--- src/rtl/mac_frame_sequencer_pkg.sv ---
`default_nettype none
// ============================================================================
//  Module      : mac_frame_sequencer_pkg
//  Description : Shared definitions for the MAC frame sequencer: default
//                datapath widths and the sequencer state encoding.
//  Revision    : 1.0  initial release
// ============================================================================
package mac_frame_sequencer_pkg;

    // Default product / accumulator width and frame-length counter width.
    localparam int unsigned W_DEFAULT     = 8;
    localparam int unsigned CNT_W_DEFAULT = 8;

    // Frame sequencer states. Encoding is shared with the accumulator and
    // multiplier top so that state can be probed consistently.
    typedef enum logic [2:0] {
        ST_IDLE   = 3'd0,
        ST_CLEAR  = 3'd1,
        ST_RUN    = 3'd2,
        ST_SETTLE = 3'd3,
        ST_HOLD   = 3'd4
    } seq_state_e;

endpackage : mac_frame_sequencer_pkg
`default_nettype wire

--- src/rtl/mac_frame_sequencer_if.sv ---
`default_nettype none
// ============================================================================
//  Module      : mac_frame_sequencer_if
//  Description : Bundle of every non-clock/reset signal of the frame
//                sequencer: frame start, product stream, accumulator pins,
//                result handshake and busy status.
//  Revision    : 1.0  initial release
//
//  Signals
//    start      frame request (sampled only while idle)
//    len        number of products in the frame, sampled with start
//    prod_valid product present on prod
//    prod       product from the multiplier
//    prod_ready sequencer accepts prod this cycle
//    acc_add    accumulator input (prod on accept, otherwise zero)
//    acc_clr    accumulator synchronous clear
//    acc        accumulator output
//    res_valid  result available
//    res_ready  downstream accepts result
//    res_data   frame sum modulo 2^W
//    res_ovf    at least one carry out of W bits during the frame
//    busy       sequencer not idle
//
//  Modports
//    master  the sequencer side
//    slave   the surrounding environment (multiplier, accumulator, sink)
// ============================================================================
interface mac_frame_sequencer_if
    import mac_frame_sequencer_pkg::*;
#(
    parameter int unsigned W     = W_DEFAULT,
    parameter int unsigned CNT_W = CNT_W_DEFAULT
) ();

    logic             start;
    logic [CNT_W-1:0] len;
    logic             prod_valid;
    logic [W-1:0]     prod;
    logic             prod_ready;
    logic [W-1:0]     acc_add;
    logic             acc_clr;
    logic [W-1:0]     acc;
    logic             res_valid;
    logic             res_ready;
    logic [W-1:0]     res_data;
    logic             res_ovf;
    logic             busy;

    modport master (
        input  start, len, prod_valid, prod, acc, res_ready,
        output prod_ready, acc_add, acc_clr, res_valid, res_data, res_ovf, busy
    );

    modport slave (
        output start, len, prod_valid, prod, acc, res_ready,
        input  prod_ready, acc_add, acc_clr, res_valid, res_data, res_ovf, busy
    );

endinterface : mac_frame_sequencer_if
`default_nettype wire

--- src/rtl/mac_frame_sequencer.sv ---
`default_nettype none
// ============================================================================
//  Module      : mac_frame_sequencer
//  Description : Sequences one frame of LEN multiplier products into an
//                external accumulator. Clears the accumulator at frame start,
//                forces its input to zero whenever no product is accepted,
//                captures the final sum with a sticky carry-out flag and
//                presents it downstream over a valid/ready handshake.
//  Revision    : 1.0  initial release
//
//  Ports
//    clk     in  clock, all state updates on the rising edge
//    rst     in  synchronous active-high reset; also clears the accumulator
//    bus_io  --  mac_frame_sequencer_if.master (frame control, product
//                stream, accumulator pins, result handshake, busy)
// ============================================================================
module mac_frame_sequencer
    import mac_frame_sequencer_pkg::*;
#(
    parameter int unsigned W     = W_DEFAULT,
    parameter int unsigned CNT_W = CNT_W_DEFAULT
) (
    input  wire                          clk,
    input  wire                          rst,
    mac_frame_sequencer_if.master        bus_io
);

    localparam logic [CNT_W-1:0] C_CNT_ONE = {{(CNT_W-1){1'b0}}, 1'b1};

    // ------------------------------------------------------------------
    // State
    // ------------------------------------------------------------------
    seq_state_e       state_q, state_d;
    logic [CNT_W-1:0] cnt_q,   cnt_d;
    logic [CNT_W-1:0] len_q,   len_d;
    logic             ovf_q,   ovf_d;
    logic             res_valid_q, res_valid_d;
    logic [W-1:0]     res_data_q,  res_data_d;
    logic             res_ovf_q,   res_ovf_d;

    // ------------------------------------------------------------------
    // Combinational helpers
    // ------------------------------------------------------------------
    logic         w_accept;
    logic         w_last;
    logic [W:0]   w_sum;
    logic         w_carry;

    // Reset aborts the frame in the same cycle, so no product may be
    // handed to the accumulator while rst is high.
    assign w_accept = (state_q == ST_RUN) && bus_io.prod_valid && !rst;
    assign w_last   = (cnt_q == (len_q - C_CNT_ONE));

    // The accumulator will compute acc + prod on this edge; the extra top
    // bit of the widened sum is the carry it is about to lose.
    assign w_sum    = {1'b0, bus_io.acc} + {1'b0, bus_io.prod};
    assign w_carry  = w_sum[W];

    // ------------------------------------------------------------------
    // Next-state and register updates
    // ------------------------------------------------------------------
    always_comb begin
        state_d     = state_q;
        cnt_d       = cnt_q;
        len_d       = len_q;
        ovf_d       = ovf_q;
        res_valid_d = res_valid_q;
        res_data_d  = res_data_q;
        res_ovf_d   = res_ovf_q;

        unique case (state_q)
            ST_IDLE: begin
                // A zero-length request is dropped rather than producing
                // an empty result.
                if (bus_io.start && (bus_io.len != '0)) begin
                    len_d   = bus_io.len;
                    cnt_d   = '0;
                    ovf_d   = 1'b0;
                    state_d = ST_CLEAR;
                end
            end

            ST_CLEAR: begin
                state_d = ST_RUN;
            end

            ST_RUN: begin
                if (w_accept) begin
                    cnt_d = cnt_q + C_CNT_ONE;
                    ovf_d = ovf_q | w_carry;
                    if (w_last) begin
                        state_d = ST_SETTLE;
                    end
                end
            end

            ST_SETTLE: begin
                // The last product entered the accumulator on the previous
                // edge, so acc now holds the complete frame sum.
                res_data_d  = bus_io.acc;
                res_ovf_d   = ovf_q;
                res_valid_d = 1'b1;
                state_d     = ST_HOLD;
            end

            ST_HOLD: begin
                if (bus_io.res_ready) begin
                    res_valid_d = 1'b0;
                    state_d     = ST_IDLE;
                end
            end

            default: begin
                state_d = ST_IDLE;
            end
        endcase
    end

    always_ff @(posedge clk) begin
        if (rst) begin
            state_q     <= ST_IDLE;
            cnt_q       <= '0;
            len_q       <= '0;
            ovf_q       <= 1'b0;
            res_valid_q <= 1'b0;
            res_data_q  <= '0;
            res_ovf_q   <= 1'b0;
        end else begin
            state_q     <= state_d;
            cnt_q       <= cnt_d;
            len_q       <= len_d;
            ovf_q       <= ovf_d;
            res_valid_q <= res_valid_d;
            res_data_q  <= res_data_d;
            res_ovf_q   <= res_ovf_d;
        end
    end

    // ------------------------------------------------------------------
    // Outputs
    // ------------------------------------------------------------------
    // The accumulator adds its input every cycle, so anything other than
    // an accepted product must be presented as zero.
    assign bus_io.acc_add    = w_accept ? bus_io.prod : '0;
    assign bus_io.acc_clr    = rst || (state_q == ST_CLEAR);
    assign bus_io.prod_ready = (state_q == ST_RUN) && !rst;
    assign bus_io.res_valid  = res_valid_q;
    assign bus_io.res_data   = res_data_q;
    assign bus_io.res_ovf    = res_ovf_q;
    assign bus_io.busy       = (state_q != ST_IDLE);

endmodule : mac_frame_sequencer
`default_nettype wire

--- src/flat_wrapper.sv ---
// flat-port wrapper written by rule: the top's interface ports become plain ports
module mac_frame_sequencer_flat import mac_frame_sequencer_pkg::*;
#(
    parameter int unsigned W     = W_DEFAULT,
    parameter int unsigned CNT_W = CNT_W_DEFAULT
)
  (clk, rst, bus_io_start, bus_io_len, bus_io_prod_valid, bus_io_prod, bus_io_acc, bus_io_res_ready, bus_io_prod_ready, bus_io_acc_add, bus_io_acc_clr, bus_io_res_valid, bus_io_res_data, bus_io_res_ovf, bus_io_busy);
  mac_frame_sequencer_if #(.W(W), .CNT_W(CNT_W)) bus_io_i ();
  input  wire clk;
  input  wire rst;
  input wire logic [$bits(bus_io_i.start)-1:0] bus_io_start;
  input wire logic [$bits(bus_io_i.len)-1:0] bus_io_len;
  input wire logic [$bits(bus_io_i.prod_valid)-1:0] bus_io_prod_valid;
  input wire logic [$bits(bus_io_i.prod)-1:0] bus_io_prod;
  input wire logic [$bits(bus_io_i.acc)-1:0] bus_io_acc;
  input wire logic [$bits(bus_io_i.res_ready)-1:0] bus_io_res_ready;
  output wire logic [$bits(bus_io_i.prod_ready)-1:0] bus_io_prod_ready;
  output wire logic [$bits(bus_io_i.acc_add)-1:0] bus_io_acc_add;
  output wire logic [$bits(bus_io_i.acc_clr)-1:0] bus_io_acc_clr;
  output wire logic [$bits(bus_io_i.res_valid)-1:0] bus_io_res_valid;
  output wire logic [$bits(bus_io_i.res_data)-1:0] bus_io_res_data;
  output wire logic [$bits(bus_io_i.res_ovf)-1:0] bus_io_res_ovf;
  output wire logic [$bits(bus_io_i.busy)-1:0] bus_io_busy;
  assign bus_io_i.start = bus_io_start;
  assign bus_io_i.len = bus_io_len;
  assign bus_io_i.prod_valid = bus_io_prod_valid;
  assign bus_io_i.prod = bus_io_prod;
  assign bus_io_i.acc = bus_io_acc;
  assign bus_io_i.res_ready = bus_io_res_ready;
  assign bus_io_prod_ready = bus_io_i.prod_ready;
  assign bus_io_acc_add = bus_io_i.acc_add;
  assign bus_io_acc_clr = bus_io_i.acc_clr;
  assign bus_io_res_valid = bus_io_i.res_valid;
  assign bus_io_res_data = bus_io_i.res_data;
  assign bus_io_res_ovf = bus_io_i.res_ovf;
  assign bus_io_busy = bus_io_i.busy;
  mac_frame_sequencer #(.W(W), .CNT_W(CNT_W)) u_core (.clk(clk), .rst(rst), .bus_io(bus_io_i));
endmodule
--- config.mk ---
export PLATFORM = sky130hd
export DESIGN_NAME = mac_frame_sequencer_flat
export DESIGN_NICKNAME = d
export VERILOG_FILES = /design/src/rtl/mac_frame_sequencer_pkg.sv /design/src/rtl/mac_frame_sequencer_if.sv /design/src/rtl/mac_frame_sequencer.sv /design/src/flat_wrapper.sv
export SDC_FILE = /design/constraint.sdc
export NUM_CORES = 1
export LEC_CHECK = 0
export CAP_MARGIN = 15
export CORE_UTILIZATION = 30
export CTS_BUF_LIST = sky130_fd_sc_hd__clkbuf_4 sky130_fd_sc_hd__clkbuf_8
export CTS_CLUSTER_DIAMETER = 150
export CTS_CLUSTER_SIZE = 8
export DETAILED_ROUTE_END_ITERATION = 10
export GPL_ROUTABILITY_DRIVEN = 0
export MAX_ROUTING_LAYER = met4
export SETUP_SLACK_MARGIN = 0.1
export SYNTH_ARGS = -nofsm -noshare
export SYNTH_HDL_FRONTEND = slang
export SYNTH_SLANG_ARGS = --single-unit
--- constraint.sdc ---
create_clock -name clk -period 4.75 [get_ports clk]
set_clock_uncertainty 0.15 [all_clocks]
set_input_delay 1.425 -clock clk [delete_from_list [all_inputs] [get_ports clk]]
set_output_delay 1.425 -clock clk [all_outputs]
set_load 0.01 [all_outputs]
---- Word level (Yosys, flattened, before mapping) ----
Index checks and enable logic that the tools add are counted.
W data, S select, Z words.
word-level totals
  logic and storage cells ................. 49
  output and inout bits ................... 21
  bits in registers ....................... 30
  input bits .............................. 29
cells by class
  reductions and logical operators ........ 15
  bitwise gates (word level) .............. 1
  equal/unequal tests ..................... 9
  add/subtract/negate cells ............... 3
  multiplexer cells ....................... 14
operators by type and width
  kind                   count
  $mux W8                3
  $pmux W8 S2            1
  $pmux W3 S5            1
  $mux W3                4
  $add A8 B8 Y9          1
  $add A8 B1 Y8 const B  1
  $eq A8 B8 Y1           1
  $reduce_bool A8 Y1     1
  $sub A8 B1 Y8 const B  1
  $eq A3 B2 Y1 const B   2
  $ne A2 B1 Y1 const B   3
  $logic_and A1 B1 Y1    4
  $pmux W1 S2            2
  $reduce_and A2 Y1      2
  $reduce_and A4 Y1      1
  $reduce_bool A2 Y1     2
  $eq A3 B1 Y1 const B   1
  $eq A3 B3 Y1 const B   1
  $logic_not A3 Y1       1
  $mux W1                3
  $reduce_and A3 Y1      1
  $reduce_bool A3 Y1     1
  $ne A2 B2 Y1 const B   1
  $logic_not A1 Y1       1
  2 further kinds        2

---- Logic depth before layout (Yosys ltp) ----
  depth after elaboration ................. 5
  depth in mapped cells ................... 7
  gate-level depth less buffers ........... 7

---- Worst setup path after synthesis ----
OpenSTA, ideal clock, no wires.
  path kind ............................... input to output
  start point ............................. input port rst
  end point ............................... output port bus_io_acc_add[0]
  required time ........................... 3.175 ns
  setup slack ............................. 0.922 ns
  stages .................................. 3
  arrival ................................. 2.253 ns
  path buffers ............................ 1
  cell sequence ........................... clkbuf_2 > nor4b_4 > and3_2
on the way
  word-level cells in the longest chain between the ends .. 3
ends and longest elaborated chain
  item                 line                        RTL
  start: declaration   flat_wrapper.sv:10          input wire rst;
  $logic_not A1 Y1     mac_frame_sequencer.sv:51   assign w_accept = (state_q == ST_RUN) && bus_io.prod_valid && !rst;
  $logic_and A1 B1 Y1  mac_frame_sequencer.sv:51
  $mux W8              mac_frame_sequencer.sv:144  assign bus_io.acc_add = w_accept ? bus_io.prod : '0;
  end: declaration     flat_wrapper.sv:18          output wire logic [$bits(bus_io_i.acc_add)-1:0] bus_io_acc_add;
No other way between the ends.

---- Worst setup path in the final report ----
  start point ............................. input port rst
  end point ............................... output port bus_io_acc_add[4]
The elaborated chain is that of the path after synthesis.

==> impl_results.md <==
* Status: complete, no violations
* Fill count at 517
* CTS Buf Count at 5
* All-layer global routing usage at 0.134
* VDD IR max at 156 µV
* Adder-Cell Fraction of Synth Area at 0.0677
* Final WS setup at 0.387 ns
* Crit path DAT at 2.79 ns
* Hold WC Path Type: register to register
* Vias per std cell at 4.61
* DR iter-0 viols at 28
* Worst-skew pair later-pin latency at 0.28 ns
* Max Slew Vio Count at 0
* Clock sink count at 30
* DP Wirelength at 2780 µm
* Distinct cells, synth at 36
* WL/cell at 12.1 µm
* Worst Setup EP: bus_io_acc_add[4]
* Antenna-violating nets left at 0
* Critical path launch point type: input pin
* Area fraction of the dominant cell type after synthesis at 0.361
* Clock transition at the registers of the reported paths at 0.06 ns
* Initial antenna violation count at 0
* Synth Cell Area at 1660 µm²
* Vias in the first global route at 1,370
* Period Utilization, post-route at 0.919
* IO Count at 50
* Worst Setup SP: rst
* CP Class: input pin to output pin
* # diodes at 0
* Largest family of logic cells by synthesized area: simple AND/OR/NAND/NOR gates
* Critical Path RT at 3.17 ns
* Remaining DRCs at 0
* # rows at 26
* Dominant cells by area after synthesis: dfxtp_1, mux2i_1, ha_1, nor2_1, xor2_1
* FF+latch area at 601 µm²
* Synth Area in Simple Gates at 0.264
* Cell count after synthesis at 183
* Relative slew slack at 0.597
* R2r setup slk at 2.69 ns
* CTS root buf: clkbuf_8
* Count of final setup violators at 0
* First-pass GRT wire length at 6100 µm
* H-tree depth at 2
* Seq/Total Area, Yosys at 0.361
* Avg Inst Size Synth at 9.09 µm²
* Die Width at 76.5 µm
* Fin Setup TNS at 0 ns
* Compound-gate portion of the synthesized area at 0.0730
* R2R Path End: u_core.state_q[0]
* Max cap viols at 0
* Worst r2r src: u_core.state_q[0]
* Area delta synth->final at 40.5%
* Post-Syn Nets at 221
* Worst slew pin tran at 0.603 ns
* Most common cell after layout, fill and taps aside: clkdlybuf4s50_1
* Hold-fix buffers, CTS at 0
* Die height at 76.5 µm
* CP Max Fanout at 5
* DRT Wirelength at 3700 µm
* Total iterations of the first detailed-routing run at 4
* Synth area leader: dfxtp_1
* Nets at 273
* Largest net degree at the start of global routing at 26
* Most frequent cells in the layout: clkdlybuf4s50_1, dfxtp_1, nor2_1, mux2i_1
* Worst slack, placed at 0.154 ns
* Minimum clock period at 4.36 ns
* Placeable Area at 5240 µm²
* Fmax at 229 MHz
* R2R cell count at 7
* Leak at 0.000978 µW
* Crit end category: output pin
* Die Area at 5840 µm²
* TritonCTS clock tree: yes
* Xor/xnor cell area share of the yosys netlist at 0.0843
* Port Buffers at 49
* Vias at 1,410
* Grt total ovfl at 0
* Starting Density at 0.317
* Final hold violation count at 0
* Hold_ws at 0.345 ns
* Clock buffer depth at 2
* RSZ-0062 raised after global routing: no
* Util after Layout at 0.446
* Share of layout cells above drive strength 1 at 0.123
* Number of synthesized register bits at 30
* Multi-input logic area at 993 µm²
* Yosys warns at 0
* Pwr Density at 277 nW/µm²
* Post-synthesis mux area share at 0.108
## worst max-delay path: stages
cell             delay [ns]
dlymetal6s2s_1         0.15
nor4b_4                0.31
buf_4                  0.20
and3_2                 0.18
clkdlybuf4s50_1        0.52
## synthesized netlist by cell type
cell and n:
a211oi_1 1, a21o_1 2, a21oi_1 8, a31o_2 2
a31oi_1 2, and2_1 1, and2_4 1, and3_1 3
and3_2 8, and4_1 1, buf_2 3, buf_6 2
clkbuf_1 2, clkbuf_2 1, dfxtp_1 30, ha_1 9
inv_1 5, mux2i_1 18, nand2_1 8, nand2b_1 2
nand3_1 6, nand3b_1 3, nand4_1 6, nor2_1 23
nor2_2 4, nor2b_1 1, nor3_1 6, nor4_1 3
nor4b_4 1, o21a_1 1, o21ai_0 1, o32ai_2 1
or3_1 1, or4_1 1, xnor2_1 7, xor2_1 9
## power breakdown
| group | leakage, µW | total, µW | switching (µW) | internal [µW] |
|---|---|---|---|---|
| clock | 0.0000579 | 250 | 95.5 | 154 |
| combinational | 0.000677 | 124 | 55.6 | 68.8 |
| sequential | 0.000243 | 272 | 11.7 | 261 |
| total | 0.000978 | 646 | 163 | 483 |
## cell type report
class                           instances  share of cell area
Clock inverter                          3              0.0171
Sequential cell                        30               0.257
Tap cell                               70              0.0375
Inverter                                5             0.00803
Timing Repair Buffer                   53               0.225
Clock buffer                            5              0.0295
Multi-Input combinational cell        140               0.425
## what timing repair did
item	in CTS	in global routing
resized for setup	0	3
endpoints found under the setup margin	0	8
setup buffers	0	1
## flip-flops by register name, indices dropped and copies added, names as in the netlist
| register | count |
|---|---|
| u_core.bus_io.res_data | 8 |
| u_core.cnt_q | 8 |
| u_core.len_q | 8 |
| u_core.state_q | 3 |
| u_core.bus_io.res_ovf | 1 |
| u_core.bus_io.res_valid | 1 |
| u_core.ovf_q | 1 |
## logic make-up after synthesis
kind of cell             Yosys count
AO/OA/AOI/OAI                     18
XOR/XNOR                          16
adder cells (fa/ha/maj)            9
buffers and inverters             13
flip-flops                        30
multiplexers                      18
AND/OR/NAND/NOR                   79
## metrics by stage
step / cells / area [µm²] / total power, µW
3_3_place_gp: 296 / 2210 / 401
2_1_floorplan: 183 / 1660 / 351
3_5_place_dp: 296 / 2210 / 401
6_report: 306 / 2340 / 646
5_1_grt: 306 / 2340 / 686
4_1_cts: 304 / 2310 / 656
## how the worst min path moves through the flow
stage                                          from                         to  slack (ns)  cells past startpoint
after CTS                 u_core.bus_io.res_data[7]  u_core.bus_io.res_data[7]        0.35                      2
after floorplan                     u_core.len_q[7]            u_core.len_q[7]        0.33                      2
after detailed placement  u_core.bus_io.res_data[7]  u_core.bus_io.res_data[7]        0.33                      2
after global routing      u_core.bus_io.res_data[5]  u_core.bus_io.res_data[5]        0.38                      2
final                     u_core.bus_io.res_data[7]  u_core.bus_io.res_data[7]        0.34                      2
after global placement    u_core.bus_io.res_data[4]  u_core.bus_io.res_data[4]        0.33                      2
## layer usage
metal	vias to the layer above	part of all wire	routed length, µm	GRT usage
li1	749	-	-	-
met1	614	0.49	1820	0.158
met2	40	0.45	1670	0.220
met3	7	0.045	167	0.0335
met4	0	0.012	44	0.0519
met5	-	0	0	-
Power figures use the tool's default switching activity.
